[src/rtl/branch_resolve_unit.sv]
`default_nettype none
// ============================================================================
//  Module   : branch_resolve_unit
//  Purpose  : EX/MEM register with branch resolution, one-cycle mispredict
//             flush/redirect and a direct-mapped 2-bit branch history table.
//             Optional performance counters: define BRU_PERF_COUNTERS_EN.
//  Revision : 1.0 - initial release
// ============================================================================
module branch_resolve_unit #(
    parameter int BHT_ENTRIES   = 16,
    parameter int BHT_INDEX_LSB = 2
) (
    input  logic        clk,
    input  logic        reset,

    input  logic        ex_valid,
    input  logic        ex_is_branch,
    input  logic        ex_is_jump,
    input  logic        ex_pred_taken,
    input  logic [31:0] ex_pc,
    input  logic [31:0] ex_target,
    input  logic [31:0] alu_result,
    input  logic        alu_branch_enable,
    input  logic        stall,

    input  logic [31:0] fetch_pc,
    output logic        fetch_pred_taken,

    output logic        mem_valid,
    output logic [31:0] mem_alu_result,
    output logic [31:0] mem_link,
    output logic        flush,
    output logic [31:0] redirect_pc,

    output logic [31:0] perf_branches,
    output logic [31:0] perf_mispredicts
);

    localparam int         c_idx_w     = (BHT_ENTRIES > 1) ? $clog2(BHT_ENTRIES) : 1;
    localparam logic [1:0] c_ctr_reset = 2'b01;
    localparam logic [1:0] c_ctr_max   = 2'b11;
    localparam logic [1:0] c_ctr_min   = 2'b00;

    logic               r_mem_valid;
    logic [31:0]        r_mem_alu_result;
    logic [31:0]        r_mem_link;
    logic               r_flush;
    logic [31:0]        r_redirect_pc;
    logic [1:0]         r_bht [BHT_ENTRIES];

    logic               w_accept;
    logic               w_actual_taken;
    logic               w_mispredict;
    logic               w_bht_we;
    logic [31:0]        w_link;
    logic [c_idx_w-1:0] w_fetch_idx;
    logic [c_idx_w-1:0] w_ex_idx;
    logic [1:0]         w_ctr_cur;
    logic [1:0]         w_ctr_next;
    logic               w_unused_fetch;

    // Anything sitting in EX while a flush is visible is on the wrong path.
    assign w_accept       = ex_valid & ~stall & ~r_flush;
    // A simultaneous branch+jump encoding resolves as a jump.
    assign w_actual_taken = ex_is_jump | (ex_is_branch & alu_branch_enable);
    assign w_mispredict   = w_actual_taken ^ ex_pred_taken;
    assign w_bht_we       = w_accept & ex_is_branch & ~ex_is_jump;
    assign w_link         = ex_pc + 32'd4;

    assign w_fetch_idx    = fetch_pc[BHT_INDEX_LSB +: c_idx_w];
    assign w_ex_idx       = ex_pc[BHT_INDEX_LSB +: c_idx_w];
    assign w_unused_fetch = ^fetch_pc;

    // Reads the stored counter, so a same-cycle update is not bypassed.
    assign fetch_pred_taken = r_bht[w_fetch_idx][1];
    assign w_ctr_cur        = r_bht[w_ex_idx];

    always_comb begin
        w_ctr_next = w_ctr_cur;
        if (w_actual_taken) begin
            if (w_ctr_cur != c_ctr_max) begin
                w_ctr_next = w_ctr_cur + 2'd1;
            end
        end else if (w_ctr_cur != c_ctr_min) begin
            w_ctr_next = w_ctr_cur - 2'd1;
        end
    end

    always_ff @(posedge clk) begin
        if (reset) begin
            r_mem_valid      <= 1'b0;
            r_mem_alu_result <= '0;
            r_mem_link       <= '0;
            r_flush          <= 1'b0;
            r_redirect_pc    <= '0;
        end else begin
            // Accept is low whenever stall is high, so flush always self-clears.
            r_flush <= w_accept & w_mispredict;
            if (w_accept) begin
                r_mem_valid      <= 1'b1;
                r_mem_alu_result <= alu_result;
                r_mem_link       <= w_link;
                r_redirect_pc    <= w_actual_taken ? ex_target : w_link;
            end else if (!stall) begin
                r_mem_valid <= 1'b0;
            end
        end
    end

    always_ff @(posedge clk) begin
        if (reset) begin
            for (int i = 0; i < BHT_ENTRIES; i++) begin
                r_bht[i] <= c_ctr_reset;
            end
        end else if (w_bht_we) begin
            r_bht[w_ex_idx] <= w_ctr_next;
        end
    end

    assign mem_valid      = r_mem_valid;
    assign mem_alu_result = r_mem_alu_result;
    assign mem_link       = r_mem_link;
    assign flush          = r_flush;
    assign redirect_pc    = r_redirect_pc;

`ifdef BRU_PERF_COUNTERS_EN
    logic [31:0] r_perf_branches;
    logic [31:0] r_perf_mispredicts;

    always_ff @(posedge clk) begin
        if (reset) begin
            r_perf_branches    <= '0;
            r_perf_mispredicts <= '0;
        end else begin
            if (w_accept & (ex_is_branch | ex_is_jump)) begin
                r_perf_branches <= r_perf_branches + 32'd1;
            end
            if (w_accept & w_mispredict) begin
                r_perf_mispredicts <= r_perf_mispredicts + 32'd1;
            end
        end
    end

    assign perf_branches    = r_perf_branches;
    assign perf_mispredicts = r_perf_mispredicts;
`else
    assign perf_branches    = '0;
    assign perf_mispredicts = '0;
`endif

endmodule
`default_nettype wire

[config.mk]
export PLATFORM = sky130hd
export DESIGN_NAME = branch_resolve_unit
export DESIGN_NICKNAME = d
export VERILOG_FILES = /design/src/rtl/branch_resolve_unit.sv
export SDC_FILE = /design/constraint.sdc
export NUM_CORES = 1
export LEC_CHECK = 0
export BUFFER_PORTS_ARGS = -buffer_cell sky130_fd_sc_hd__clkbuf_2
export CAP_MARGIN = 20
export CORE_ASPECT_RATIO = 1.4
export CORE_MARGIN = 2
export CORE_UTILIZATION = 45
export CTS_BUF_LIST = sky130_fd_sc_hd__clkbuf_8
export DETAILED_ROUTE_END_ITERATION = 10
export MAX_ROUTING_LAYER = met4
export PLACE_DENSITY = 0.75
export SLEW_MARGIN = 20
export SYNTH_ARGS = -nofsm -noshare
export SYNTH_HDL_FRONTEND = slang
export SYNTH_SLANG_ARGS = --single-unit
[constraint.sdc]
create_clock -name clk -period 5.4 [get_ports clk]
set_input_delay 0.27 -clock clk [delete_from_list [all_inputs] [get_ports clk]]
set_output_delay 0.27 -clock clk [all_outputs]
set_load 0.02 [all_outputs]
==> run summary, run 1 <==
CP Class: in -> reg
wirelength, routed: 18.1 mm
outcome: complete, no violations
Skew-Pair Late Insertion Delay: 450 ps
routed vias/inst: 5.18
diode count: 0
iteration count of the initial detailed-routing pass: 5
Placement Cell Area: 7460 um2
worst reg2reg startpoint: r_bht[6][1]$_SDFFCE_PN0P_
Top FF cell, synth: dfxtp_1
Post-CTS Resized: 0
num rows: 52
Syn Inst Count: 740
layout cells sized above 1: 28.7%
io pins: 299
largest area contributor in the netlist: dfxtp_1
total grt overflow: 0
Root Buffer: clkbuf_8
RSZ-0062 raised after global routing: no
Final Util: 54.8%
minimum clock period after layout: 2470 ps
antenna violations before repair: 0
Leak: 3.40 nW
final setup TNS: 0 ps
1st-iter DRT viols: 424
Port Buf Inserts: 206
Pins Over Slew Limit: 0
Worst Hold Class: in -> reg
Critical Path End Type: register
register area share after synthesis: 44.6%
Final WS setup: 2930 ps
Routed WL per cell: 16.1 um
Synth Area in Adders: 1.11%
pre-CTS setup slack: 2450 ps
Fin Hold WS: 28.5 ps
post-synthesis register bit count: 130
M1 GR Usage: 26.3%
FF-to-FF path depth: 4
final std cells w/o fill: 1126
# hold bufs at CTS: 0
mux contribution to synthesized area: 5.36%
Reg area: 2920 um2
via count: 5830
Cell variety after synth: 51
FILL cells: 1338
asr flop ratio synth: 0%
Worst VDD drop: 0.125 mV
Final period util: 45.7%
DRC: 0
die width: 106 um
RR Endpoint: r_bht[7][0]$_SDFFCE_PN1P_
first-pass GRT wire length: 27.7 mm
Simple-Gate Fraction of Synth Area: 19.4%
Fmax: 0.405 GHz
largest net degree at the start of global routing: 99
ANT nets after route: 0
Initial Utilization: 45.6%
Die Y: 147 um
flop2flop setup slack: 3310 ps
worst endpoint data arrival time: 2790 ps
Area Growth Syn to Fin: 20.1%
multi-input logic area: 3170 um2
largest cells by area after synthesis: dfxtp_1 (30%), edfxtp_1 (15%), buf_4 (7.6%)
Compound-Gate Fraction of Synth Area: 15.0%
design area: 7870 um2
placed cell count: 1094
hold_sp: alu_result[0]
most frequent cells in the layout: clkbuf_2 (206), nand2_1 (127), dfxtp_1 (98)
post-synthesis xor/xnor area fraction: 3.61%
final hold violation count: 0
vias in the first global route: 5325
Clock transition at path regs: 90 ps
clk_skew: 10.1 ps
GPL Wtd Cong: 0.854
GRT Total Usage: 23.6%
Final #Nets: 1064
Max FO, Critical Path: 15
clk sink count: 130
met3 GRT Util: 6.21%
DP HPWL: 13.1 mm
commonest non-fill, non-tap cell in the layout: clkbuf_2
CTS tree: done
die area: 15600 um2
Clock Path Buffers: 2
maxcap violations: 0
slew margin rel.: 38.0%
GRT met2 Usage: 40.1%
Tot Pwr: 2.33 mW
CTS buffer count: 17
hold endpoint: mem_alu_result[0]$_SDFFE_PP0P_
Least-Margin Pin Slew: 931 ps
Cell Area, Synth: 6560 um2
PwrDens: 296 nW/um2
Mapped Avg Cell Area: 8.86 um2
CP required: 5720 ps
gr busiest metal: met2
area of the core: 14400 um2
final setup fails: 0
Yosys warning count: 0
htree depth: 4
largest family of logic cells by synthesized area: simple AND/OR/NAND/NOR gates
post-CTS setup buffer count: 0
Synth top area share: 29.9%
Setup crit start kind: primary input
worst hold path cell count: 3
number of synthesized flops with an enable pin: 32
## worst max-delay path, stage by stage
cell,delay (ps)
clkbuf_2,390
ha_1,570
nand4_1,360
nor4_2,530
nand4_1,230
mux2i_1,320
a21oi_1,110
## kinds of logic (layout without fill, tap and decap cells)
group                      after synthesis  after routing
AOI/OAI and AO/OA                      166            166
xor gates and xnor gates                27             27
adders and majority gates                6              6
buffers and inverters                  122            256
DFF                                    130            130
muxes                                   17             17
other                                    1             64
and+or+nand+nor                        271            271
## routing by layer
layer  vias up  share of wire [%]
met1      2686                 39
met3        39                7.3
met5         -                  0
met2       262                 51
li1       2843                  -
met4         0                2.9
## flip-flops by register name, summed over array words and instances (netlist names)
| name | cells |
|---|---|
| mem_link | 32 |
| mem_alu_result | 32 |
| r_bht | 32 |
| flush | 1 |
| mem_valid | 1 |
| redirect_pc | 32 |
## how the worst max path moves through the flow
stage	start	to	slack (ps)	cells after the start
floorplan	flush$_SDFF_PP0_	r_bht[7][0]$_SDFFCE_PN1P_	3570	5
global placement	ex_pc[2]	redirect_pc[20]$_SDFFE_PP0P_	2470	7
detailed placement	ex_pc[2]	redirect_pc[20]$_SDFFE_PP0P_	2450	7
CTS	ex_pc[2]	redirect_pc[20]$_SDFFE_PP0P_	2930	7
global route	ex_pc[2]	redirect_pc[20]$_SDFFE_PP0P_	2780	7
finish	ex_pc[2]	redirect_pc[20]$_SDFFE_PP0P_	2930	7
## layout make-up
class,count,share of cell area [%]
multi-input cells,551,40.3
flip-flops and latches,130,37.1
repair buffers,213,13.8
clock buffers,18,3.15
well taps,189,3.00
clock inverters,14,2.13
inverters,11,0.524
## Yosys cell counts, drive strengths merged, types with 3 or more instances
master / instances
o21ai: 32
buf: 73
a211oi: 13
nor3: 14
nand3: 30
nand4: 12
edfxtp: 32
dfxtp: 98
nor4: 9
a21oi: 83
mux2i: 4
nor2: 55
nor3b: 4
mux4: 13
and3: 11
and4: 3
o22ai: 9
nand2: 129
ha: 4
xor2: 13
a22oi: 13
clkbuf: 38
xnor2: 14
inv: 11
a211o: 3
## power breakdown
part / switching [mW] / internal (mW) / leakage (nW)
sequential: 0.0230 / 1.04 / 1.08
clock: 0.440 / 0.438 / 0.205
combinational: 0.263 / 0.122 / 2.11
(Power assumes the default switching activity.)
==> inputs of run 2 (changes only) <==
==> constraint.sdc (replaced) <==
create_clock -name clk -period 2.3 [get_ports clk]
set_input_delay 0.115 -clock clk [delete_from_list [all_inputs] [get_ports clk]]
set_output_delay 0.115 -clock clk [all_outputs]
set_load 0.02 [all_outputs]
==> run summary, run 2 (synthesis results as in run 1) <==
outcome: complete, no violations
Fmax: 0.469 GHz
total grt overflow: 0 (unchanged)
Skew-Pair Late Insertion Delay: 440 ps (about the same)
vias in the first global route: 5899 (+11%)
PwrDens: 675 nW/um2 (+130%)
area of the core: 14400 um2 (unchanged)
Post-CTS Resized: 0 (unchanged)
FILL cells: 1218 (-9.0%)
post-CTS setup buffer count: 0 (unchanged)
CP Class: reg -> out
Clock transition at path regs: 80 ps (about the same)
Port Buf Inserts: 206 (unchanged)
final std cells w/o fill: 1187 (+5.4%)
layout cells sized above 1: 27.8% (-0.95 points)
Die Y: 147 um (unchanged)
die area: 15600 um2 (unchanged)
routed wl met2: 9.64 mm (+4.6%)
DP HPWL: 13.8 mm (+5.3%)
CTS tree: done
Comb pwr share: 17.4% (+0.9 points)
multi-input logic area: 3170 um2 (unchanged)
largest net degree at the start of global routing: 99 (unchanged)
clk_skew: 12.7 ps (+2.58 ps)
iteration count of the initial detailed-routing pass: 5 (unchanged)
Least-Margin Pin Slew: 716 ps (-215 ps)
final setup TNS: 0 ps (unchanged)
final hold violation count: 0 (unchanged)
slew margin rel.: 52.2% (+14 points)
maxcap violations: 0 (unchanged)
die width: 106 um (unchanged)
Worst Hold Class: in -> reg
most frequent cells in the layout: clkbuf_2 (206), nand2_1 (127), dfxtp_1 (98)
Final period util: 92.7%
htree depth: 4 (unchanged)
Most common cell on crit path: mux4_2
crit-path cells: mux4_2 -> mux4_2 -> clkbuf_2
Top delay family on crit path: multiplexers
final setup fails: 0 (unchanged)
DRC: 0 (unchanged)
Switch Pwr: 1.67 mW (+130%)
Setup crit start kind: register
M1 WL: 7.33 mm (+4.0%)
uppermost layer routed: met4
routed vias/inst: 5.28 (+1.9%)
GPL Wtd Cong: 0.885 (+3.6%)
io pins: 299 (unchanged)
Max FO, Critical Path: 2 (-13)
minimum clock period after layout: 2130 ps
Worst path slowest cell: mux4_2
commonest non-fill, non-tap cell in the layout: clkbuf_2
Clk network pwr share: 39.3% (+1.6 points)
Initial Utilization: 45.6% (unchanged)
Worst VDD drop: 0.320 mV (+160%)
antenna violations before repair: 0 (unchanged)
RSZ-0062 raised after global routing: no
Pins Over Slew Limit: 0 (unchanged)
Net Sw Frac: 28.8% (-2.3 points)
Clock Path Buffers: 2 (unchanged)
Area Growth Syn to Fin: 30.4%
wirelength, routed: 19.4 mm (+7.3%)
max incr delay on CP: 500 ps (-70 ps)
Routed WL per cell: 16.4 um (+1.8%)
ANT nets after route: 0 (unchanged)
first-pass GRT wire length: 30.0 mm (+8.1%)
CTS buffer count: 17 (unchanged)
Tot Pwr: 5.78 mW (+150%)
Final Util: 59.5% (+4.7 points)
Critical Path End Type: primary output
flop2flop setup slack: 230 ps (-3080 ps)
Buffers & Inverters on Critical Path: 1 (unchanged)
placed cell count: 1103 (+0.82%)
clk sink count: 130 (unchanged)
GRT Total Usage: 25.3% (+1.8 points)
CP required: 2180 ps (-3540 ps)
met3 wire length: 1.54 mm (+15%)
num rows: 52 (unchanged)
Final #Nets: 1126 (+5.8%)
Reg area: 2920 um2 (unchanged)
sequential share of power: 43.3% (-2.4 points)
worst endpoint data arrival time: 2020 ps (-770 ps)
internal power: 4.11 mW (+160%)
Root Buffer: clkbuf_8
Fin Hold WS: 26.2 ps (-2.31 ps)
via count: 6262 (+7.4%)
diode count: 0 (unchanged)
Leak: 3.70 nW (+9.0%)
1st-iter DRT viols: 454 (+7.1%)
run 2: path summary, 6_finish.rpt:
check | from | cells after the start | end
max | r_bht[15][1]$_SDFFCE_PN0P_ | 3 | fetch_pred_taken
min | ex_pc[31] | 3 | redirect_pc[31]$_SDFFE_PP0P_
max reg2reg | r_bht[3][1]$_SDFFCE_PN0P_ | 4 | r_bht[6][0]$_SDFFCE_PN1P_
min reg2reg | redirect_pc[8]$_SDFFE_PP0P_ | 2 | redirect_pc[8]$_SDFFE_PP0P_
run 2: worst min-delay path: cells and delay by family:
family                 cells  cell delay (ps)
buffers and inverters      1               80
AO/OA/AOI/OAI              1              140
XOR/XNOR                   1               70
run 2: repair_timing:
action	4_1_cts	5_1_grt
setup endpoints to repair	0	0
hold buffers	53	0
endpoints found under the hold margin	53	0
run 2: per-layer routing:
layer | track usage (%) | vias to the layer above
met5 | - | -
met2 | 42.4 | 326
met3 | 6.30 | 69
met4 | 13.2 | 0
li1 | - | 2972
met1 | 27.7 | 2895
run 2: area by class of cell:
cell class                 count  share of cell area (%)
clock buffer                  17                    2.74
clock inverter                14                    2.65
inverter                      11                   0.483
multi-input combinational    551                    37.1
sequential                   130                    34.2
tap                          189                    2.76
timing repair buffer         275                    20.1
run 2: through the flow:
step / area [um2] / setup WS [ps]
4_1_cts: 8550 / 160
2_1_floorplan: 6790 / 468
3_5_place_dp: 7560 / 207
5_1_grt: 8550 / 113
6_report: 8550 / 169
3_3_place_gp: 7560 / 231
run 2: power by group through the flow:
stage / Clock [mW] / Sequential [mW] / Combinational (mW)
2_1_floorplan: 0 / 2.67 / 0.540
3_3_place_gp: 0 / 2.55 / 0.911
3_5_place_dp: 0 / 2.55 / 0.922
4_1_cts: 2.31 / 2.50 / 0.997
5_1_grt: 2.40 / 2.51 / 1.09
6_report: 2.27 / 2.50 / 1.00
==> inputs of run 3 (changes only) <==
==> constraint.sdc (replaced) <==
create_clock -name clk -period 2.3 [get_ports clk]
set_input_delay 0.115 -clock clk [delete_from_list [all_inputs] [get_ports clk]]
set_output_delay 0.115 -clock clk [all_outputs]
set_load 0.1 [all_outputs]
==> run summary, run 3 (synthesis results as in run 1) <==
Final #Nets: 1126 (unchanged)
worst endpoint data arrival time: 2090 ps (+70 ps)
area of the core: 14400 um2 (unchanged)
Clock transition at path regs: 80 ps (about the same)
via count: 6230 (-0.51%)
GPL Wtd Cong: 0.885 (unchanged)
Final period util: 96.0% (+3.3 points)
CP startpoint: r_bht[15][1]$_SDFFCE_PN0P_
Most common cell on crit path: mux4_2
Root Buffer: clkbuf_8
Skew-Pair Late Insertion Delay: 440 ps (about the same)
maxcap violations: 0 (unchanged)
Pins Over Slew Limit: 0 (unchanged)
Die Y: 147 um (unchanged)
DRC: 0 (unchanged)
CTS tree: done
die area: 15600 um2 (unchanged)
worst hold path cell count: 3 (unchanged)
routed vias/inst: 5.25 (-0.51%)
htree depth: 4 (unchanged)
Setup crit start kind: register
1st-iter DRT viols: 402 (-11%)
flop2flop setup slack: 220 ps (about the same)
ANT nets after route: 0 (unchanged)
io pins: 299 (unchanged)
Worst VDD drop: 0.417 mV (+30%)
minimum clock period after layout: 2210 ps (+76.7 ps)
post-CTS setup buffer count: 0 (unchanged)
Least-Margin Pin Slew: 710 ps (-6.01 ps)
clk sink count: 130 (unchanged)
GRT Total Usage: 25.3% (unchanged)
clk_skew: 12.1 ps (-0.613 ps)
PwrDens: 787 nW/um2 (+17%)
CTS buffer count: 17 (unchanged)
Leak: 3.70 nW (about the same)
placed cell count: 1103 (unchanged)
CP Class: reg -> out
design area: 8560 um2 (about the same)
Fin Hold WS: 32.9 ps (+6.70 ps)
RR Endpoint: r_bht[0][0]$_SDFFCE_PN1P_
final setup TNS: 0 ps (unchanged)
max incr delay on CP: 500 ps (about the same)
pre-CTS setup slack: 207 ps (unchanged)
num rows: 52 (unchanged)
vias in the first global route: 5895 (-0.068%)
Tot Pwr: 6.73 mW (+17%)
Clock Path Buffers: 2 (unchanged)
worst reg2reg startpoint: r_bht[3][1]$_SDFFCE_PN0P_
layout cells sized above 1: 27.8% (unchanged)
FF-to-FF path depth: 4 (unchanged)
hold_sp: ex_pc[30]
CP required: 2180 ps (about the same)
Port Buf Inserts: 206 (unchanged)
commonest non-fill, non-tap cell in the layout: clkbuf_2
Area Growth Syn to Fin: 30.5% (about the same)
iteration count of the initial detailed-routing pass: 5 (unchanged)
largest net degree at the start of global routing: 99 (unchanged)
most frequent cells in the layout: clkbuf_2 (205), nand2_1 (127), dfxtp_1 (98)
slew margin rel.: 52.6% (+0.40 points)
Critical Path End Type: primary output
outcome: complete, no violations
Fmax: 0.453 GHz (-3.5%)
hold endpoint: redirect_pc[30]$_SDFFE_PP0P_
DP HPWL: 13.8 mm (unchanged)
Initial Utilization: 45.6% (unchanged)
Placement Cell Area: 7560 um2 (unchanged)
crit-path cells: mux4_2 -> mux4_2 -> buf_4
final setup fails: 0 (unchanged)
first-pass GRT wire length: 30.0 mm (unchanged)
antenna violations before repair: 0 (unchanged)
RSZ-0062 raised after global routing: no
Routed WL per cell: 16.3 um (-0.23%)
diode count: 0 (unchanged)
Final Util: 59.5% (about the same)
final std cells w/o fill: 1187 (unchanged)
Worst Hold Class: in -> reg
total grt overflow: 0 (unchanged)
Final WS setup: 92.0 ps (-76.7 ps)
Max FO, Critical Path: 2 (unchanged)
final hold violation count: 0 (unchanged)
Worst path slowest cell: mux4_2
wirelength, routed: 19.4 mm (-0.23%)
die width: 106 um (unchanged)
## run 3: cell types whose count changed in the layout (fill, tap and decap cells not counted), sizes merged
| cell | delta |
|---|---|
| buf | +1 |
| clkbuf | -1 |
## run 3: report_power, final
part / internal, mW / switching, mW
Clock: 1.31 / 0.963
Combinational: 0.358 / 1.60
Sequential: 2.45 / 0.0560
## run 3: worst max path at each step
stage / endpoint / slack (ps) / depth (start not counted)
2_1_floorplan: r_bht[7][0]$_SDFFCE_PN1P_ / 70 / 5
3_3_place_gp: r_bht[1][0]$_SDFFCE_PN1P_ / 230 / 5
3_5_place_dp: r_bht[6][0]$_SDFFCE_PN1P_ / 210 / 5
4_1_cts: fetch_pred_taken / 40 / 3
5_1_grt: fetch_pred_taken / 40 / 3
6_report: fetch_pred_taken / 90 / 3
## run 3: area by class of cell
| class | count | area (um2) |
|---|---|---|
| Fill cell | 1219 | 5820 |
| Multi-Input combinational cell | 551 | 3170 |
| Sequential cell | 130 | 2920 |
| Timing Repair Buffer | 275 | 1720 |
| Tap cell | 189 | 236 |
| Clock buffer | 17 | 234 |
| Clock inverter | 14 | 226 |
| Inverter | 11 | 41.3 |
## run 3: critical path: cells and delay by family (launching register included)
| family | cells | cell delay [ps] |
|---|---|---|
| buffers and inverters | 1 | 250 |
| DFF | 1 | 410 |
| muxes | 2 | 1000 |
## run 3: timing repair
action / in CTS / in global routing
setup endpoints to repair: 1 / 1
resized for setup: 1 / 1
hold buffers: 53 / 0
hold endpoints to repair: 53 / 0
## run 3: per-layer routing
layer  vias to the layer above  share of wire [%]  track usage, %  wire [um]
li1                       2978                  -               -          -
met1                      2862                 38            27.7       7300
met2                       329                 50            42.4       9750
met3                        61                7.7            6.30       1490
met4                         0                4.4            13.2        855
met5                         -                  0               -          0
